$ cat config.mk
export PLATFORM = sky130hd
export DESIGN_NAME = ldpc_ber_run_ctrl
export DESIGN_NICKNAME = d
export VERILOG_FILES = /design/src/rtl/ldpc_ber_pkg.sv /design/src/rtl/ldpc_ber_last_mask.sv /design/src/rtl/ldpc_ber_run_ctrl.sv
export SDC_FILE = /design/constraint.sdc
export NUM_CORES = 1
export LEC_CHECK = 0
export ABC_CLOCK_PERIOD_IN_PS = 9200
export BUFFER_PORTS_ARGS = -buffer_cell sky130_fd_sc_hd__buf_4
export CORE_MARGIN = 1.5
export CORE_UTILIZATION = 50
export CTS_BUF_LIST = sky130_fd_sc_hd__clkbuf_8
export DETAILED_ROUTE_END_ITERATION = 6
export GPL_TIMING_DRIVEN = 0
export PLACE_DENSITY = 0.84
export SETUP_SLACK_MARGIN = 0.05
export SYNTH_ARGS = -nofsm -noshare
export SYNTH_HDL_FRONTEND = slang
export SYNTH_SLANG_ARGS = --single-unit
$ cat constraint.sdc
create_clock -name clk -period 9.2 [get_ports clk]
set_input_delay 1.84 -clock clk [delete_from_list [all_inputs] [get_ports clk]]
set_output_delay 1.84 -clock clk [all_outputs]
set_load 0.1 [all_outputs]
$ cat src/rtl/ldpc_ber_pkg.sv
// ldpc_ber_pkg: shared states, stop reasons and sizes for the LDPC BER run controller.
package ldpc_ber_pkg;
  typedef enum logic [2:0] {ST_IDLE, ST_CLEAR, ST_RUN, ST_DRAIN, ST_DONE} state_t;
  localparam logic [1:0] STOP_NONE   = 2'd0;
  localparam logic [1:0] STOP_FRAMES = 2'd1;
  localparam logic [1:0] STOP_ERRORS = 2'd2;
  localparam logic [1:0] STOP_ABORT  = 2'd3;
  localparam int CLEAR_CYCLES = 2;
  localparam int MASK_W = 128;
  localparam int LAST_BITS_W = 7;
endpackage

$ cat src/rtl/ldpc_ber_last_mask.sv
// ldpc_ber_last_mask: registered decoder from last_bits to the final-beat valid-bit mask.
module ldpc_ber_last_mask
  import ldpc_ber_pkg::*;
(
  input  logic                   clk,
  input  logic                   resetn,
  input  logic                   load,
  input  logic [LAST_BITS_W-1:0] last_bits,
  output logic [MASK_W-1:0]      last_mask
);
  logic [MASK_W-1:0] mask_q, mask_d;
  // last_bits = 0 encodes a full 128-bit final beat
  always_comb mask_d = !load ? mask_q :
                       (last_bits == '0) ? '1 : (MASK_W'(1) << last_bits) - MASK_W'(1);
  always_ff @(posedge clk) begin
    if (!resetn) mask_q <= '1;
    else mask_q <= mask_d;
  end
  assign last_mask = mask_q;
endmodule

$ cat src/rtl/ldpc_ber_run_ctrl.sv
// ldpc_ber_run_ctrl: sequences one BER run (clear, request, drain, report); error-limit stop under LDPC_BER_ERROR_LIMIT_EN.
module ldpc_ber_run_ctrl
  import ldpc_ber_pkg::*;
#(
  parameter int MAX_OUTSTANDING = 4
) (
  input  logic                   clk,
  input  logic                   resetn,
  input  logic                   start,
  input  logic                   abort,
  input  logic [63:0]            frame_limit,
  input  logic [63:0]            error_limit,
  input  logic [LAST_BITS_W-1:0] last_bits,
  output logic                   frame_req_valid,
  input  logic                   frame_req_ready,
  input  logic                   mon_tvalid,
  input  logic                   mon_tready,
  input  logic                   mon_tlast,
  output logic                   ber_resetn,
  input  logic                   ber_active,
  input  logic [63:0]            bit_errors,
  output logic [MASK_W-1:0]      last_mask,
  output logic                   busy,
  output logic                   done,
  output logic [1:0]             stop_reason,
  output logic [63:0]            frames_done
);
  localparam logic [3:0] MAX_O = 4'(MAX_OUTSTANDING);
  state_t      state_q, state_d;
  logic [63:0] issued_q, issued_d, frames_q, frames_d, frame_limit_q, frame_limit_d;
  logic [3:0]  out_q, out_d;
  logic [1:0]  stop_q, stop_d, clr_cnt_q, clr_cnt_d;
  logic        quiet_q, quiet_d, ber_resetn_q, ber_resetn_d;
  logic        valid_q, valid_d, busy_q, busy_d, done_q, done_d;
  logic        start_acc, fire, comp_eff, drain_idle, err_hit;
  assign start_acc  = start && (state_q == ST_IDLE || state_q == ST_DONE);
  assign fire       = valid_q && frame_req_ready;
  // completions with nothing outstanding are spurious and dropped
  assign comp_eff   = mon_tvalid && mon_tready && mon_tlast && out_q != '0;
  assign drain_idle = out_q == '0 && !ber_active;
`ifdef LDPC_BER_ERROR_LIMIT_EN
  logic [63:0] error_limit_q, error_limit_d;
  assign error_limit_d = start_acc ? error_limit : error_limit_q;
  assign err_hit = |error_limit_q && bit_errors >= error_limit_q;
  always_ff @(posedge clk) begin
    if (!resetn) error_limit_q <= '0;
    else error_limit_q <= error_limit_d;
  end
`else
  logic unused_err;
  assign unused_err = ^{error_limit, bit_errors};
  assign err_hit = 1'b0;
`endif
  always_comb begin
    state_d       = state_q;
    issued_d      = issued_q;
    out_d         = out_q;
    frames_d      = frames_q;
    stop_d        = stop_q;
    clr_cnt_d     = clr_cnt_q;
    quiet_d       = 1'b0;
    ber_resetn_d  = 1'b1;
    frame_limit_d = frame_limit_q;
    if (state_q == ST_RUN || state_q == ST_DRAIN) begin
      issued_d = issued_q + 64'(fire);
      out_d    = out_q + 4'(fire) - 4'(comp_eff);
      frames_d = frames_q + 64'(comp_eff);
    end
    case (state_q)
      ST_IDLE, ST_DONE: if (start_acc) begin
        state_d       = ST_CLEAR;
        issued_d      = '0;
        out_d         = '0;
        frames_d      = '0;
        stop_d        = STOP_NONE;
        clr_cnt_d     = '0;
        ber_resetn_d  = 1'b0;
        frame_limit_d = frame_limit;
      end
      ST_CLEAR: begin
        clr_cnt_d    = clr_cnt_q + 2'd1;
        ber_resetn_d = 1'b0;
        if (abort) begin
          state_d      = ST_DONE;
          stop_d       = STOP_ABORT;
          ber_resetn_d = 1'b1;
        end else if (clr_cnt_q == 2'(CLEAR_CYCLES - 1)) begin
          ber_resetn_d = 1'b1;
          state_d      = (frame_limit_q == '0) ? ST_DONE : ST_RUN;
          stop_d       = (frame_limit_q == '0) ? STOP_FRAMES : STOP_NONE;
        end
      end
      ST_RUN: begin
        stop_d  = abort ? STOP_ABORT : err_hit ? STOP_ERRORS :
                  (frames_q == frame_limit_q) ? STOP_FRAMES : STOP_NONE;
        state_d = (stop_d != STOP_NONE) ? ST_DRAIN : ST_RUN;
      end
      ST_DRAIN: begin
        quiet_d = drain_idle;
        state_d = (drain_idle && quiet_q) ? ST_DONE : ST_DRAIN;
      end
      default: state_d = ST_IDLE;
    endcase
    valid_d = state_d == ST_RUN && issued_d < frame_limit_q && out_d < MAX_O;
    busy_d  = state_d == ST_CLEAR || state_d == ST_RUN || state_d == ST_DRAIN;
    done_d  = state_d == ST_DONE;
  end
  always_ff @(posedge clk) begin
    if (!resetn) begin
      state_q       <= ST_IDLE;
      issued_q      <= '0;
      out_q         <= '0;
      frames_q      <= '0;
      stop_q        <= STOP_NONE;
      clr_cnt_q     <= '0;
      quiet_q       <= 1'b0;
      ber_resetn_q  <= 1'b1;
      frame_limit_q <= '0;
      valid_q       <= 1'b0;
      busy_q        <= 1'b0;
      done_q        <= 1'b0;
    end else begin
      state_q       <= state_d;
      issued_q      <= issued_d;
      out_q         <= out_d;
      frames_q      <= frames_d;
      stop_q        <= stop_d;
      clr_cnt_q     <= clr_cnt_d;
      quiet_q       <= quiet_d;
      ber_resetn_q  <= ber_resetn_d;
      frame_limit_q <= frame_limit_d;
      valid_q       <= valid_d;
      busy_q        <= busy_d;
      done_q        <= done_d;
    end
  end
  ldpc_ber_last_mask u_mask (
    .clk       (clk),
    .resetn    (resetn),
    .load      (start_acc),
    .last_bits (last_bits),
    .last_mask (last_mask)
  );
  assign frame_req_valid = valid_q;
  assign ber_resetn      = ber_resetn_q;
  assign busy            = busy_q;
  assign done            = done_q;
  assign stop_reason     = stop_q;
  assign frames_done     = frames_q;
endmodule

==> results.json <==
{
  "outcome": "complete, but fails checks",
  "violations": "DRC",
  "comb_power_share_pct": 22.3,
  "gr-total-overflow": 0,
  "slowest_delay_ps": 1110,
  "drv_slew": 0,
  "final_cell_mix": "346 x nor2_1, 336 x dfxtp_1, 303 x nand2_1",
  "wl_um": 85510,
  "drt_pre_antenna_iters": 7,
  "path_class": "primary input to flip-flop",
  "grt_pass1_vias": 20090,
  "yosys.area_share.simple_pct": 26.79,
  "drt-wirelength-per-cell_um": 26.21,
  "areaGrowthSynthToFinish_pct": 20.88,
  "synthAdderAreaFrac_pct": 5.117,
  "crit_required_ps": 9690,
  "p_leak_nw": 8.925,
  "cts_root_buf": "clkbuf_8",
  "hp-start": "u_mask.last_mask[0]",
  "cts-hold-fix-buffers": 0,
  "io_pins": 406,
  "grt_pass1_wl_um": 124900,
  "clkSlewWorstSetupHoldPaths_ps": 60,
  "hold_violations": 0,
  "syn_inst": 2417,
  "r2r_cells": 14,
  "drive_gt1_share_pct": 14.21,
  "fp-row-count": 70,
  "syn_area_um2": 18480,
  "slowest_stage": "a2111oi_0",
  "critPathBufInv": 4,
  "fin_crit_sh_pct": 78.14,
  "start_kind": "primary input",
  "r2r-start": "state_q[0]",
  "slew_headroom_pct": 1.868,
  "cp.depth": 14,
  "whs_path_depth": 1,
  "die_area_um2": 38130,
  "ys_async_sr_fraction_pct": 0,
  "post_cts_buffers": 0,
  "floorplan.initialDensity_pct": 50.61,
  "grt_use_total_pct": 43.78,
  "synth_cell_types": 79,
  "swShare_pct": 35.86,
  "maxCapViolations": 0,
  "clock-sinks": 336,
  "path_max_fanout": 10,
  "fill_cells": 3289,
  "cts_buffer_depth": 3,
  "p_int_mw": 2.495,
  "gp_congestion": 1.099,
  "synth_edf_count": 0,
  "drtIter0Drc": 2382,
  "ys_ff_latch": 336,
  "worstSetupEndpointType": "flip-flop",
  "clkLatencyLatePin_ps": 690,
  "pwr-share-seq_pct": 40.7,
  "fin_worst_skew_ps": 36.86,
  "max_freq_ghz": 0.1391,
  "cp_cell_sequence": "buf_4, nor3b_2, clkbuf_1, clkbuf_1, buf_1, nor2_1, ha_1, nand4_1, nor4_1, nand3_1, o21ai_0, o21bai_1, a2111oi_0, nor4_1",
  "nets": 3034,
  "final_common_cell": "nor2_1",
  "synth_nets": 2700,
  "worst_pin_slew_ps": 1467,
  "antenna_left": 0,
  "whs_endpoint": "u_mask.last_mask[0]",
  "cts_resized": 0,
  "seq_area_frac_synth_pct": 36.39,
  "power_mw": 3.889,
  "dieHeight_um": 195.3,
  "diodes": 0,
  "synth_top_family_by_area": "simple AND/OR/NAND/NOR gates",
  "rrSetupSlack_ps": 2710,
  "via_per_inst": 6.327,
  "dp_hpwl_um": 65580,
  "power_per_cell_area_nw_per_um2": 174.1,
  "cts_tree": "done",
  "portBuffers": 275,
  "grt_max_degree": 16,
  "synth.area.mux_share_pct": 0.3858,
  "ir_drop_uv": 161.2,
  "tns_ps": 0,
  "rsz0062_at_grt": "no",
  "die_w_um": 195.3,
  "core_um2": 36520,
  "fin_crit_ps": 7189,
  "r2r-end": "frame_req_valid",
  "syn_avg_cell_area_um2": 7.647,
  "arrival_ps": 7670,
  "cp_top_family": "simple AND/OR/NAND/NOR gates",
  "synth_ff_type": "dfxtp_1",
  "hold_class": "flip-flop to flip-flop",
  "yosysWarnings": 0,
  "antenna_found_initial": 0,
  "drcViolationCount": 2,
  "cts_made_buffers": 57,
  "synth-xor-area-share_pct": 9.666,
  "clkPwrFrac_pct": 36.9,
  "h-tree-depth": 2,
  "final-setup-viol-count": 0,
  "power.switching_mw": 1.395,
  "vias": 20640,
  "synth_compound_area_share_pct": 16.52
}
## stage by stage
| step | area [µm²] | hold WS (ps) | instances | util [%] | setup slack [ps] |
|---|---|---|---|---|---|
| 2_1_floorplan | 18480 | 453.8 | 2417 | - | 3655 |
| 3_3_place_gp | 21130 | 436.0 | 3160 | 57.87 | 852.7 |
| 3_5_place_dp | 21140 | 437.3 | 3160 | 57.89 | 1420 |
| 4_1_cts | 22340 | 451.9 | 3262 | 61.18 | 2103 |
| 5_1_grt | 22340 | 492.4 | 3262 | 61.18 | 1943 |
| 6_report | 22340 | 452.9 | 3262 | 61.18 | 2011 |
## synth_stat cells (4+ instances only)
cell type	instances	area (µm²)
nor2b_1	17	106.4
ha_1	74	925.9
xor2_1	126	1104
o21ai_0	104	520.5
nor4_4	5	106.4
and3_1	22	137.6
clkbuf_1	122	457.9
buf_2	4	20.02
a21o_1	14	105.1
nor3b_1	5	37.54
o32ai_1	4	35.03
and2_1	15	93.84
a211o_1	7	61.31
inv_1	95	356.6
o22ai_1	14	87.58
o22a_1	11	96.34
a22oi_1	6	45.04
a211oi_1	16	120.1
nand2b_1	13	81.33
nor2_1	346	1299
nand3_1	82	410.4
nand2_1	303	1137
o221ai_1	5	43.79
buf_1	17	63.81
nand4_1	59	369.1
xnor2_1	78	683.2
o32a_1	6	60.06
a31oi_1	30	187.7
dfxtp_1	336	6726
o311ai_0	5	43.79
o31ai_1	9	67.56
or2_2	4	25.02
nor3_1	56	280.3
a2111oi_0	5	43.79
and4_1	19	166.4
mux2i_1	6	60.06
a221o_1	6	60.06
o21a_1	10	75.07
nor4_1	54	337.8
o211ai_1	14	105.1
a21oi_1	210	1051
or3_1	29	181.4
## power by group through the flow
stage	Combinational, mW	Sequential (mW)	Clock, mW
global route	0.895	1.59	1.50
CTS	0.845	1.58	1.44
finish	0.869	1.58	1.44
global placement	0.837	1.61	0
detailed placement	0.842	1.61	0
floorplan	0.289	1.88	0
## layout make-up
| class | instances | area [µm²] | share of cell area, % |
|---|---|---|---|
| multi-input combinational | 1838 | 10820 | 48.43 |
| sequential | 336 | 6726 | 30.10 |
| timing repair buffer | 275 | 2064 | 9.240 |
| clock buffer | 74 | 1018 | 4.558 |
| buffer | 148 | 590.6 | 2.643 |
| tap | 468 | 585.6 | 2.621 |
| inverter | 95 | 356.6 | 1.596 |
| clock inverter | 28 | 181.4 | 0.8120 |
## kinds of logic after synthesis
family          after synthesis
simple gates               1049
buf+inv                     243
compound gates              503
mux                           7
xor+xnor                    204
fa+ha+maj                    75
flops                       336
## worst max-delay path by stage
stage / end / from / slack [ps]
2_1_floorplan: u_mask.last_mask[110] / last_bits[5] / 3650
3_3_place_gp: frame_req_valid / start / 850
3_5_place_dp: frame_req_valid / frame_req_ready / 1420
4_1_cts: frame_req_valid / frame_req_ready / 2100
5_1_grt: frame_req_valid / frame_req_ready / 1940
6_report: frame_req_valid / start / 2010
## sequential cells by signal (all words and copies together), names as in the netlist
signal            count
busy                  1
frame_req_valid       1
frames_done          64
clr_cnt_q             2
quiet_q               1
out_q                 4
state_q               3
ber_resetn            1
issued_q             64
u_mask.last_mask    128
frame_limit_q        64
done                  1
stop_reason           2
## routing by layer
| layer | wire (µm) | track usage (%) |
|---|---|---|
| met1 | 31150 | 50.76 |
| met2 | 38080 | 70.45 |
| met3 | 9025 | 10.59 |
| met4 | 7249 | 32.50 |
| met5 | 0 | 0 |
Power figures use the tool's default switching activity.
